**src/rtl/cpu_trace_pkg.sv**
```systemverilog
// Shared definitions for the CPU trace capture block: record layout and widths.
package cpu_trace_pkg;

    // Record field offsets, LSB first: pc, cycle stamp, reg_wr, misaligned
    localparam int unsigned REC_PC_LSB  = 0;
    localparam int unsigned REC_PC_W    = 32;
    localparam int unsigned REC_CYC_LSB = 32;

    // Width of the saturating drop counter
    localparam int unsigned DROP_W = 16;

    // Total record width for a given cycle-stamp width
    function automatic int unsigned rec_width(input int unsigned cyc_w);
        return REC_PC_W + cyc_w + 2;
    endfunction

endpackage

```
**src/rtl/trace_fifo.sv**
```systemverilog
// First-word-fall-through FIFO with occupancy reporting.
// A push into a full FIFO is taken only when a pop happens in the same cycle.
module trace_fifo
    import cpu_trace_pkg::*;
#(
    parameter  int unsigned WIDTH = 50,
    parameter  int unsigned DEPTH = 16,
    localparam int unsigned AW    = $clog2(DEPTH),
    localparam int unsigned LW    = AW + 1
) (
    input  logic             clk,
    input  logic             reset,
    input  logic             push_i,
    input  logic [WIDTH-1:0] data_i,
    input  logic             pop_i,
    output logic [WIDTH-1:0] data_o,
    output logic             valid_o,
    output logic             full_o,
    output logic             empty_o,
    output logic [LW-1:0]    level_o
);

    logic [WIDTH-1:0] mem_q [DEPTH];
    logic [AW-1:0]    wr_q, wr_d;
    logic [AW-1:0]    rd_q, rd_d;
    logic [LW-1:0]    lvl_q, lvl_d;
    logic             do_push;
    logic             do_pop;

    assign empty_o = (lvl_q == '0);
    assign full_o  = (lvl_q == LW'(DEPTH));
    assign valid_o = !empty_o;
    assign level_o = lvl_q;
    // Head is muxed to zero while empty so the output reads 0 straight after reset
    assign data_o  = empty_o ? '0 : mem_q[rd_q];

    assign do_pop  = pop_i && !empty_o;
    assign do_push = push_i && (!full_o || do_pop);

    // Next-state for pointers (wrap naturally at power-of-two depth) and level
    always_comb begin
        wr_d  = wr_q;
        rd_d  = rd_q;
        lvl_d = lvl_q;
        if (do_push) wr_d = wr_q + AW'(1);
        if (do_pop)  rd_d = rd_q + AW'(1);
        case ({do_push, do_pop})
            2'b10:   lvl_d = lvl_q + LW'(1);
            2'b01:   lvl_d = lvl_q - LW'(1);
            default: lvl_d = lvl_q;
        endcase
    end

    // Pointer and level registers with synchronous active-low reset
    always_ff @(posedge clk) begin
        if (!reset) begin
            wr_q  <= '0;
            rd_q  <= '0;
            lvl_q <= '0;
        end else begin
            wr_q  <= wr_d;
            rd_q  <= rd_d;
            lvl_q <= lvl_d;
        end
    end

    // Storage array; contents are don't-care until written
    always_ff @(posedge clk) begin
        if (do_push) mem_q[wr_q] <= data_i;
    end

endmodule

```
**src/rtl/cpu_trace_capture.sv**
```systemverilog
// Trace monitor for cpu_top: stamps PC/reg-write samples with a cycle count,
// buffers them in a FWFT FIFO and counts records lost to overflow.
module cpu_trace_capture
    import cpu_trace_pkg::*;
#(
    parameter  int unsigned DEPTH = 16,
    parameter  int unsigned CYC_W = 16,
    localparam int unsigned REC_W = rec_width(CYC_W),
    localparam int unsigned LVL_W = $clog2(DEPTH) + 1
) (
    input  logic              clk,
    input  logic              reset,
    input  logic [31:0]       pc_in,
    input  logic              reg_wr_in,
    input  logic              trace_en,
    output logic              out_valid,
    input  logic              out_ready,
    output logic [REC_W-1:0]  out_data,
    output logic [LVL_W-1:0]  level,
    output logic [DROP_W-1:0] drop_cnt,
    output logic              misalign_seen
);

    logic [CYC_W-1:0]  cyc_q, cyc_d;
    logic [DROP_W-1:0] drop_q, drop_d;
    logic              seen_q, seen_d;
    logic [REC_W-1:0]  rec;
    logic              misaligned;
    logic              fifo_full;
    logic              fifo_empty;
    logic              pop;
    logic              push_ok;
    logic              rejected;

    assign misaligned = |pc_in[1:0];
    assign pop        = !fifo_empty && out_ready;
    assign push_ok    = trace_en && (!fifo_full || pop);
    assign rejected   = trace_en && fifo_full && !pop;

    // Pack the record: {misaligned, reg_wr, cycle, pc}
    always_comb begin
        rec                              = '0;
        rec[REC_PC_LSB +: REC_PC_W]      = pc_in;
        rec[REC_CYC_LSB +: CYC_W]        = cyc_q;
        rec[REC_CYC_LSB + CYC_W]         = reg_wr_in;
        rec[REC_CYC_LSB + CYC_W + 1]     = misaligned;
    end

    // Next-state for cycle counter, saturating drop count and sticky flag
    always_comb begin
        cyc_d  = cyc_q + CYC_W'(1);
        drop_d = drop_q;
        seen_d = seen_q;
        if (rejected && (drop_q != '1)) drop_d = drop_q + DROP_W'(1);
        if (trace_en && misaligned)     seen_d = 1'b1;
    end

    // Monitor state registers with synchronous active-low reset
    always_ff @(posedge clk) begin
        if (!reset) begin
            cyc_q  <= '0;
            drop_q <= '0;
            seen_q <= 1'b0;
        end else begin
            cyc_q  <= cyc_d;
            drop_q <= drop_d;
            seen_q <= seen_d;
        end
    end

    assign drop_cnt      = drop_q;
    assign misalign_seen = seen_q;

    trace_fifo #(
        .WIDTH (REC_W),
        .DEPTH (DEPTH)
    ) u_fifo (
        .clk     (clk),
        .reset   (reset),
        .push_i  (push_ok),
        .data_i  (rec),
        .pop_i   (pop),
        .data_o  (out_data),
        .valid_o (out_valid),
        .full_o  (fifo_full),
        .empty_o (fifo_empty),
        .level_o (level)
    );

endmodule

```
**config.mk**
```make
export PLATFORM = sky130hd
export DESIGN_NAME = cpu_trace_capture
export DESIGN_NICKNAME = d
export VERILOG_FILES = /design/src/rtl/cpu_trace_pkg.sv /design/src/rtl/trace_fifo.sv /design/src/rtl/cpu_trace_capture.sv
export SDC_FILE = /design/constraint.sdc
export NUM_CORES = 1
export LEC_CHECK = 0
export ABC_AREA = 1
export CAP_MARGIN = 25
export CORE_ASPECT_RATIO = 1.5
export CORE_MARGIN = 4
export CORE_UTILIZATION = 50
export DETAILED_ROUTE_END_ITERATION = 6
export GPL_ROUTABILITY_DRIVEN = 0
export HOLD_SLACK_MARGIN = 0.1
export PLACE_DENSITY_LB_ADDON = 0.1
export SYNTH_ARGS = -nofsm -noshare
export SYNTH_HDL_FRONTEND = slang
export SYNTH_HIERARCHICAL = 1
export SYNTH_SLANG_ARGS = --single-unit
```
**constraint.sdc**
```tcl
create_clock -name clk -period 8.1 [get_ports clk]
set_input_delay 1.62 -clock clk [delete_from_list [all_inputs] [get_ports clk]]
set_output_delay 1.62 -clock clk [all_outputs]
set_load 0.005 [all_outputs]
```
==> results of run 1 <==
## flip-flops by register name, indices dropped and copies added, names as in the netlist, named ones only
register and flops:
misalign_seen 1, u_fifo/wr_q 4, u_fifo/mem_q 800, u_fifo/rd_q 4, drop_cnt 16, u_fifo/level_o 5
cyc_q 16
## stage by stage
step / instance area, um2 / hold slack (ns) / instances / setup slack (ns) / total power (uW)
floorplan: 34000 / 0.446 / 2716 / 3.16 / 7220
global placement: 35800 / 0.453 / 3572 / 2.84 / 8410
detailed placement: 36000 / 0.479 / 3578 / 2.88 / 8470
CTS: 38600 / 0.501 / 3723 / 2.19 / 12200
global route: 38600 / 0.529 / 3725 / 1.93 / 12800
finish: 38600 / 0.499 / 3725 / 2.23 / 12100
## cell usage after synthesis
master / number / share of area [%]
buf_1: 23 / 0.25
a21boi_0: 2 / 0.044
nor3_2: 2 / 0.059
edfxtp_1: 800 / 71
o21ai_2: 2 / 0.051
nand2_1: 83 / 0.92
o21ai_0: 325 / 4.8
xnor2_1: 1 / 0.026
nor2_1: 680 / 7.5
o31ai_1: 1 / 0.022
buf_6: 14 / 0.46
nand3_1: 131 / 1.9
inv_2: 2 / 0.022
buf_2: 26 / 0.38
o211ai_1: 200 / 4.4
nand4_4: 1 / 0.063
nand4_1: 6 / 0.11
nand2_2: 4 / 0.074
nand3b_1: 2 / 0.044
inv_1: 48 / 0.53
a21oi_2: 1 / 0.026
nor2_4: 4 / 0.13
ha_1: 10 / 0.37
clkinv_1: 1 / 0.011
dfxtp_1: 50 / 2.9
buf_4: 14 / 0.31
fa_1: 1 / 0.059
clkbuf_1: 96 / 1.1
nor3_1: 6 / 0.088
a21oi_1: 82 / 1.2
xor2_1: 5 / 0.13
or2_2: 2 / 0.037
o21ai_1: 91 / 1.3
## tightest hold or removal path: cells and delay by family (launching register included)
kind,cells,cell delay [ns]
AND/OR/NAND/NOR,1,0.07
flip-flops,1,0.35
AO/OA/AOI/OAI,1,0.05
## worst paths after layout
| path | from | endpoint |
|---|---|---|
| worst max-delay path | flip-flop | out_data[1] |
| worst min-delay path | misalign_seen$_SDFFE_PN0P_ | misalign_seen$_SDFFE_PN0P_ |
| worst max register to register | u_fifo/level_o[0]$_SDFFE_PN0P_ | u_fifo/mem_q[8][20]$_DFFE_PP_ |
| worst min register to register | misalign_seen$_SDFFE_PN0P_ | misalign_seen$_SDFFE_PN0P_ |
## layer usage
layer / global-route usage, % / routed length (um) / vias up
met3: 3.67 / 5100 / 165
li1: - / - / 10000
met2: 42.2 / 44800 / 733
met1: 30.2 / 35600 / 11100
met5: 0 / 12 / -
met4: 7.52 / 2470 / 2
## cells in the final DEF (no fill, tap or decap), drive strengths merged, types with 8 or more instances in the layout
cell type / instances
nor3: 8
buf: 42
bufinv: 8
o21ai: 418
clkbuf: 105
a21oi: 83
ha: 10
dfxtp: 50
nor2: 684
nand3: 131
nand2: 87
clkdlybuf4s50: 109
clkinv: 29
edfxtp: 800
inv: 51
o211ai: 200
## final cells by class
type | count | area (um2)
fill | 5478 | 28400
timing repair buffer | 151 | 1550
antenna | 1 | 2.50
clock inverter | 40 | 407
tap | 885 | 1110
multi-input combinational | 1642 | 8090
sequential | 850 | 25000
inverter | 51 | 205
clock buffer | 105 | 2210
## kinds of logic (layout without fill, tap and decap cells)
group	Yosys count	count (layout)	synth area share, %
flops	850	850	73.6
simple gates	921	921	11.0
fa+ha+maj	11	11	0.427
compound gates	704	704	11.9
xor+xnor	6	6	0.154
other cells	0	1	0
buf+inv	224	347	3.03
## power groups by stage
stage / logic (uW) / clock network, uW / registers [uW]
detailed placement: 3330 / 0 / 5140
global route: 3700 / 4020 / 5060
CTS: 3360 / 3830 / 5040
finish: 3330 / 3760 / 5040
global placement: 3280 / 0 / 5130
floorplan: 2170 / 0 / 5050
==> flow_results.xml, run 1 <==
<?xml version="1.0" encoding="UTF-8"?>
<metrics>
  <group name="power_and_ir_drop">
    <metric name="power.density" unit="mW/mm2">314</metric>
    <metric name="p_leak" unit="uW">0.0123</metric>
    <metric name="fraction_of_power_spent_switching_nets" unit="%">31.7</metric>
    <metric name="peak_supply_drop" unit="mV">0.295</metric>
    <metric name="comb_power_share" unit="%">27.4</metric>
    <metric name="clkPwrFrac" unit="%">31.0</metric>
    <metric name="switching_power_of_the_nets" unit="uW">3850</metric>
    <metric name="intPower" unit="uW">8280</metric>
    <metric name="power_frac_seq" unit="%">41.6</metric>
  </group>
  <group name="setup_path">
    <metric name="worstSetupPathType" unit="">flip-flop to primary output</metric>
    <metric name="rrSetupSlack" unit="ns">3.78</metric>
    <metric name="critical-path-slowest-cell" unit="">buf_4</metric>
    <metric name="element_type_at_the_critical_path_start" unit="">flip-flop</metric>
    <metric name="cpPeakStageDelay" unit="ns">0.80</metric>
    <metric name="family_of_cells_with_the_greatest_summed_delay_on_the_critical_path" unit="">buffers and inverters</metric>
    <metric name="timing.critical_path.depth" unit="">9</metric>
    <metric name="worstPathArrival" unit="ns">4.25</metric>
    <metric name="crit_buf_inv" unit="">3</metric>
    <metric name="data_required_time_of_the_worst_path" unit="ns">6.48</metric>
    <metric name="endpoint_kind" unit="">primary output</metric>
    <metric name="chain_of_cells_forming_the_critical_path" unit="">buf_4, buf_4, nor2_1, nor2_1, o21ai_0, o211ai_1, nand3_1, a21oi_1, clkdlybuf4s50_1</metric>
    <metric name="critical_path_peak_fanout" unit="">86</metric>
    <metric name="r2r_cells" unit="">12</metric>
  </group>
  <group name="route">
    <metric name="drtAntennaViolNets" unit="">0</metric>
    <metric name="initialDrtViolationCount" unit="">1968</metric>
    <metric name="vias_after_detailed_routing" unit="">22100</metric>
    <metric name="detail_route.wl_per_cell" unit="um">23.6</metric>
    <metric name="detail_route.first_pass.iterations" unit="">5</metric>
    <metric name="remaining_drc_errors" unit="">0</metric>
    <metric name="viasPerCell" unit="">5.92</metric>
    <metric name="totalWireLength" unit="mm">88.0</metric>
  </group>
  <group name="placed_design">
    <metric name="dp_hpwl" unit="mm">43.6</metric>
    <metric name="io_buffers" unit="">109</metric>
  </group>
  <group name="cts">
    <metric name="total_clock_buffers_created_by_cts" unit="">80</metric>
    <metric name="cts_tree" unit="">built</metric>
    <metric name="post_cts_hold_buffer_count" unit="">0</metric>
    <metric name="clkTransAtPathRegs" unit="ns">0.06</metric>
    <metric name="cts.repair_timing.setup_buffer_count" unit="">0</metric>
    <metric name="ctsRootBufferMaster" unit="">clkbuf_16</metric>
    <metric name="cts-htree-levels" unit="">3</metric>
    <metric name="numClockSinks" unit="">850</metric>
    <metric name="clk_latency" unit="ns">0.62</metric>
    <metric name="ctsLongestPathBuffers" unit="">3</metric>
    <metric name="post_cts_gate_resize_count" unit="">0</metric>
  </group>
  <group name="sta">
    <metric name="clock.fmax" unit="MHz">170</metric>
    <metric name="setup_tns" unit="ns">0</metric>
    <metric name="final_worst_path_period_need" unit="ns">5.87</metric>
    <metric name="timing_max_transition_violations_final" unit="">0</metric>
    <metric name="final-setup-viol-count" unit="">0</metric>
    <metric name="skew" unit="ns">0.0120</metric>
    <metric name="hold_viol" unit="">0</metric>
    <metric name="layout_worst_path_cycle_share" unit="%">72.5</metric>
    <metric name="timing.max_slew.rel_slack" unit="%">23.7</metric>
    <metric name="timing_worst_slew_pin_value" unit="ns">1.14</metric>
    <metric name="rsz0062_at_grt" unit="">false</metric>
  </group>
  <group name="hold_path">
    <metric name="hold-path-cell-count" unit="">2</metric>
    <metric name="hp-class" unit="">flip-flop to flip-flop</metric>
  </group>
  <group name="floorplan">
    <metric name="effective_utilization_at_floorplan" unit="%">50.7</metric>
    <metric name="dieArea" unit="mm2">0.0724</metric>
    <metric name="placementRows" unit="">116</metric>
    <metric name="num_io_pins" unit="">110</metric>
    <metric name="floorplan.die.width" unit="um">221</metric>
    <metric name="core" unit="mm2">0.0671</metric>
    <metric name="die-height" unit="um">327</metric>
  </group>
  <group name="job">
    <metric name="cap_viol_max_count" unit="">0</metric>
  </group>
  <group name="yosys">
    <metric name="synth_cells" unit="">2716</metric>
    <metric name="ys_seq_elements" unit="">850</metric>
    <metric name="post_synthesis_cell_area" unit="mm2">0.0340</metric>
    <metric name="mappedNetlistNets" unit="">2764</metric>
    <metric name="ys_types" unit="">33</metric>
    <metric name="post_synth.cell_area_avg" unit="um2">12.5</metric>
    <metric name="yosys_warnings" unit="">6</metric>
    <metric name="sequential_fraction_of_the_synthesis_area" unit="%">73.6</metric>
  </group>
  <group name="layout">
    <metric name="synthesis_to_finish_area_growth" unit="%">13.5</metric>
    <metric name="drive_gt1_share" unit="%">6.83</metric>
    <metric name="postLayoutCoreUtil" unit="%">57.6</metric>
    <metric name="final_nets" unit="">2824</metric>
  </group>
  <group name="global_route">
    <metric name="antenna_found_initial" unit="">2</metric>
    <metric name="global_route.usage.total" unit="%">23.8</metric>
    <metric name="grt_start_max_net_pins" unit="">214</metric>
    <metric name="grt_remaining_overflow" unit="">0</metric>
    <metric name="grt_pass1_wl" unit="mm">132</metric>
    <metric name="number_of_global_route_vias_before_repair" unit="">21800</metric>
  </group>
  <group name="outcome">
    <metric name="status" unit="">completed</metric>
  </group>
</metrics>
(Power assumes the default switching activity.)
==> run 2, diff against run 1 <==
clock period = 5.6 ns   (was 8.1 ns; I/O delays follow)
==> run 2 against run 1 <==
  * Global-route usage decreased by 0.29 points
  * Hold slack worse by 0.020 ns
  * Sequential share of layout area about the same
  * First-iteration DRC count is 2.3% lower
  * Sequential power up 43%
  * Power increased by 44%
  * Worst setup slack got worse by 1.2 ns
  * Flip-flop and latch count stayed put
  * Combinational power is 49% higher
  * Wire length shrank 1.8%
  * Clock power is 40% higher
==> flow_results.xml, run 2 (same netlist as run 1, synthesis figures left out) <==
<?xml version="1.0" encoding="UTF-8"?>
<metrics>
  <group name="setup_path">
    <metric name="worstSetupPathType" unit="">flip-flop to primary output</metric>
    <metric name="critical-path-slowest-cell" unit="">clkdlybuf4s50_1</metric>
    <metric name="chain_of_cells_forming_the_critical_path" unit="">inv_8, buf_4, nor2_1, o211ai_1, nand3_1, a21oi_1, clkdlybuf4s50_1</metric>
    <metric name="endpoint_kind" unit="">primary output</metric>
    <metric name="family_of_cells_with_the_greatest_summed_delay_on_the_critical_path" unit="">buffers and inverters</metric>
    <metric name="element_type_at_the_critical_path_start" unit="">flip-flop</metric>
    <metric name="rrSetupSlack" unit="ns">1.62</metric>
    <metric name="data_required_time_of_the_worst_path" unit="ns">4.48</metric>
    <metric name="worstPathArrival" unit="ns">3.43</metric>
    <metric name="critical_path_peak_fanout" unit="">121</metric>
    <metric name="crit_buf_inv" unit="">3</metric>
    <metric name="cpPeakStageDelay" unit="ns">0.59</metric>
  </group>
  <group name="sta">
    <metric name="skew" unit="ns">0.0164</metric>
    <metric name="layout_worst_path_cycle_share" unit="%">81.2</metric>
    <metric name="clock.fmax" unit="MHz">220</metric>
    <metric name="timing_worst_slew_pin_value" unit="ns">0.944</metric>
    <metric name="timing_max_transition_violations_final" unit="">0</metric>
    <metric name="final-setup-viol-count" unit="">0</metric>
    <metric name="final_worst_path_period_need" unit="ns">4.55</metric>
    <metric name="setup_tns" unit="ns">0</metric>
    <metric name="hold-worst-slack" unit="ns">0.479</metric>
    <metric name="rsz0062_at_grt" unit="">false</metric>
    <metric name="post-route-worst-setup-slack" unit="ns">1.05</metric>
    <metric name="timing.max_slew.rel_slack" unit="%">36.9</metric>
    <metric name="hold_viol" unit="">0</metric>
  </group>
  <group name="cts">
    <metric name="ctsLongestPathBuffers" unit="">3</metric>
    <metric name="post_cts_gate_resize_count" unit="">0</metric>
    <metric name="cts-htree-levels" unit="">3</metric>
    <metric name="total_clock_buffers_created_by_cts" unit="">77</metric>
    <metric name="clkTransAtPathRegs" unit="ns">0.06</metric>
    <metric name="post_cts_hold_buffer_count" unit="">0</metric>
    <metric name="cts.repair_timing.setup_buffer_count" unit="">0</metric>
    <metric name="numClockSinks" unit="">850</metric>
    <metric name="ctsRootBufferMaster" unit="">clkbuf_16</metric>
    <metric name="clk_latency" unit="ns">0.62</metric>
    <metric name="cts_tree" unit="">built</metric>
  </group>
  <group name="placed_design">
    <metric name="detailedPlace.worstSlack" unit="ns">1.30</metric>
    <metric name="io_buffers" unit="">109</metric>
    <metric name="place.detailed.instances" unit="">3591</metric>
    <metric name="dp_hpwl" unit="mm">45.2</metric>
    <metric name="postPlaceCellArea" unit="mm2">0.0361</metric>
  </group>
  <group name="layout">
    <metric name="largest_register_ffs" unit="">800</metric>
    <metric name="drive_gt1_share" unit="%">6.89</metric>
    <metric name="reg_with_most_ffs" unit="">u_fifo/mem_q</metric>
    <metric name="commonest_cells_after_routing_fill_and_taps_aside" unit="">800 x edfxtp_1, 664 x nor2_1, 325 x o21ai_0</metric>
    <metric name="fin_area" unit="mm2">0.0386</metric>
    <metric name="diodes" unit="">0</metric>
    <metric name="final_nets" unit="">2833</metric>
    <metric name="final-instance-count-excl-fill" unit="">3730</metric>
    <metric name="layout_commonest_cell" unit="">edfxtp_1</metric>
    <metric name="synthesis_to_finish_area_growth" unit="%">13.5</metric>
  </group>
  <group name="route">
    <metric name="detail_route.first_pass.iterations" unit="">5</metric>
    <metric name="detail_route.wl_per_cell" unit="um">23.2</metric>
    <metric name="drtAntennaViolNets" unit="">0</metric>
    <metric name="viasPerCell" unit="">5.83</metric>
    <metric name="initialDrtViolationCount" unit="">1922</metric>
    <metric name="remaining_drc_errors" unit="">0</metric>
    <metric name="totalWireLength" unit="mm">86.4</metric>
    <metric name="vias_after_detailed_routing" unit="">21700</metric>
  </group>
  <group name="global_route">
    <metric name="grt_start_max_net_pins" unit="">169</metric>
    <metric name="grt_remaining_overflow" unit="">0</metric>
    <metric name="antenna_found_initial" unit="">0</metric>
    <metric name="number_of_global_route_vias_before_repair" unit="">21700</metric>
    <metric name="global_route.usage.total" unit="%">23.5</metric>
    <metric name="grt_pass1_wl" unit="mm">131</metric>
  </group>
  <group name="floorplan">
    <metric name="placementRows" unit="">116</metric>
    <metric name="effective_utilization_at_floorplan" unit="%">50.7</metric>
    <metric name="die-height" unit="um">327</metric>
    <metric name="num_io_pins" unit="">110</metric>
    <metric name="floorplan.die.width" unit="um">221</metric>
    <metric name="dieArea" unit="mm2">0.0724</metric>
    <metric name="core" unit="mm2">0.0671</metric>
  </group>
  <group name="power_and_ir_drop">
    <metric name="peak_supply_drop" unit="mV">0.417</metric>
    <metric name="power.density" unit="mW/mm2">451</metric>
    <metric name="p_leak" unit="uW">0.0123</metric>
  </group>
  <group name="hold_path">
    <metric name="hp-class" unit="">flip-flop to flip-flop</metric>
  </group>
  <group name="job">
    <metric name="cap_viol_max_count" unit="">0</metric>
  </group>
  <group name="outcome">
    <metric name="status" unit="">completed</metric>
  </group>
</metrics>
[run 2: worst paths after layout]
kind,from,to,cells after the start
worst max-delay path,flip-flop,out_data[35],7
worst min-delay path,misalign_seen$_SDFFE_PN0P_,misalign_seen$_SDFFE_PN0P_,2
worst max register to register,u_fifo/level_o[0]$_SDFFE_PN0P_,u_fifo/mem_q[3][33]$_DFFE_PP_,11
worst min register to register,misalign_seen$_SDFFE_PN0P_,misalign_seen$_SDFFE_PN0P_,2
[run 2: through the flow]
stage	utilization [%]	total power (uW)
3_5_place_dp	53.9	12300
3_3_place_gp	53.9	12200
2_1_floorplan	-	10400
6_report	57.6	17400
4_1_cts	57.6	17600
5_1_grt	57.6	18400
[run 2: area by class of cell]
class | count | area, um2
sequential | 850 | 25000
tap | 885 | 1110
clock buffer | 98 | 2050
inverter | 51 | 205
timing repair buffer | 163 | 1680
fill | 5536 | 28400
multi-input combinational | 1642 | 8090
clock inverter | 41 | 443
[run 2: routing by layer]
| layer | up-vias | global-route usage (%) | part of all wire, % |
|---|---|---|---|
| met2 | 724 | 41.5 | 52 |
| met5 | - | 0 | 0 |
| met1 | 10800 | 30.2 | 40 |
| met4 | 0 | 7.75 | 2.8 |
| met3 | 153 | 3.13 | 5.5 |
| li1 | 10000 | - | - |
[run 2: tightest hold or removal path, stage by stage (launching register included)]
cell and delay [ns]:
dfxtp_1 0.33, a21oi_1 0.04, nor2_1 0.07
[run 2: report_power, final]
part,internal (uW),switching (uW)
sequential,7110,84.3
clock,3050,2230
combinational,1760,3210
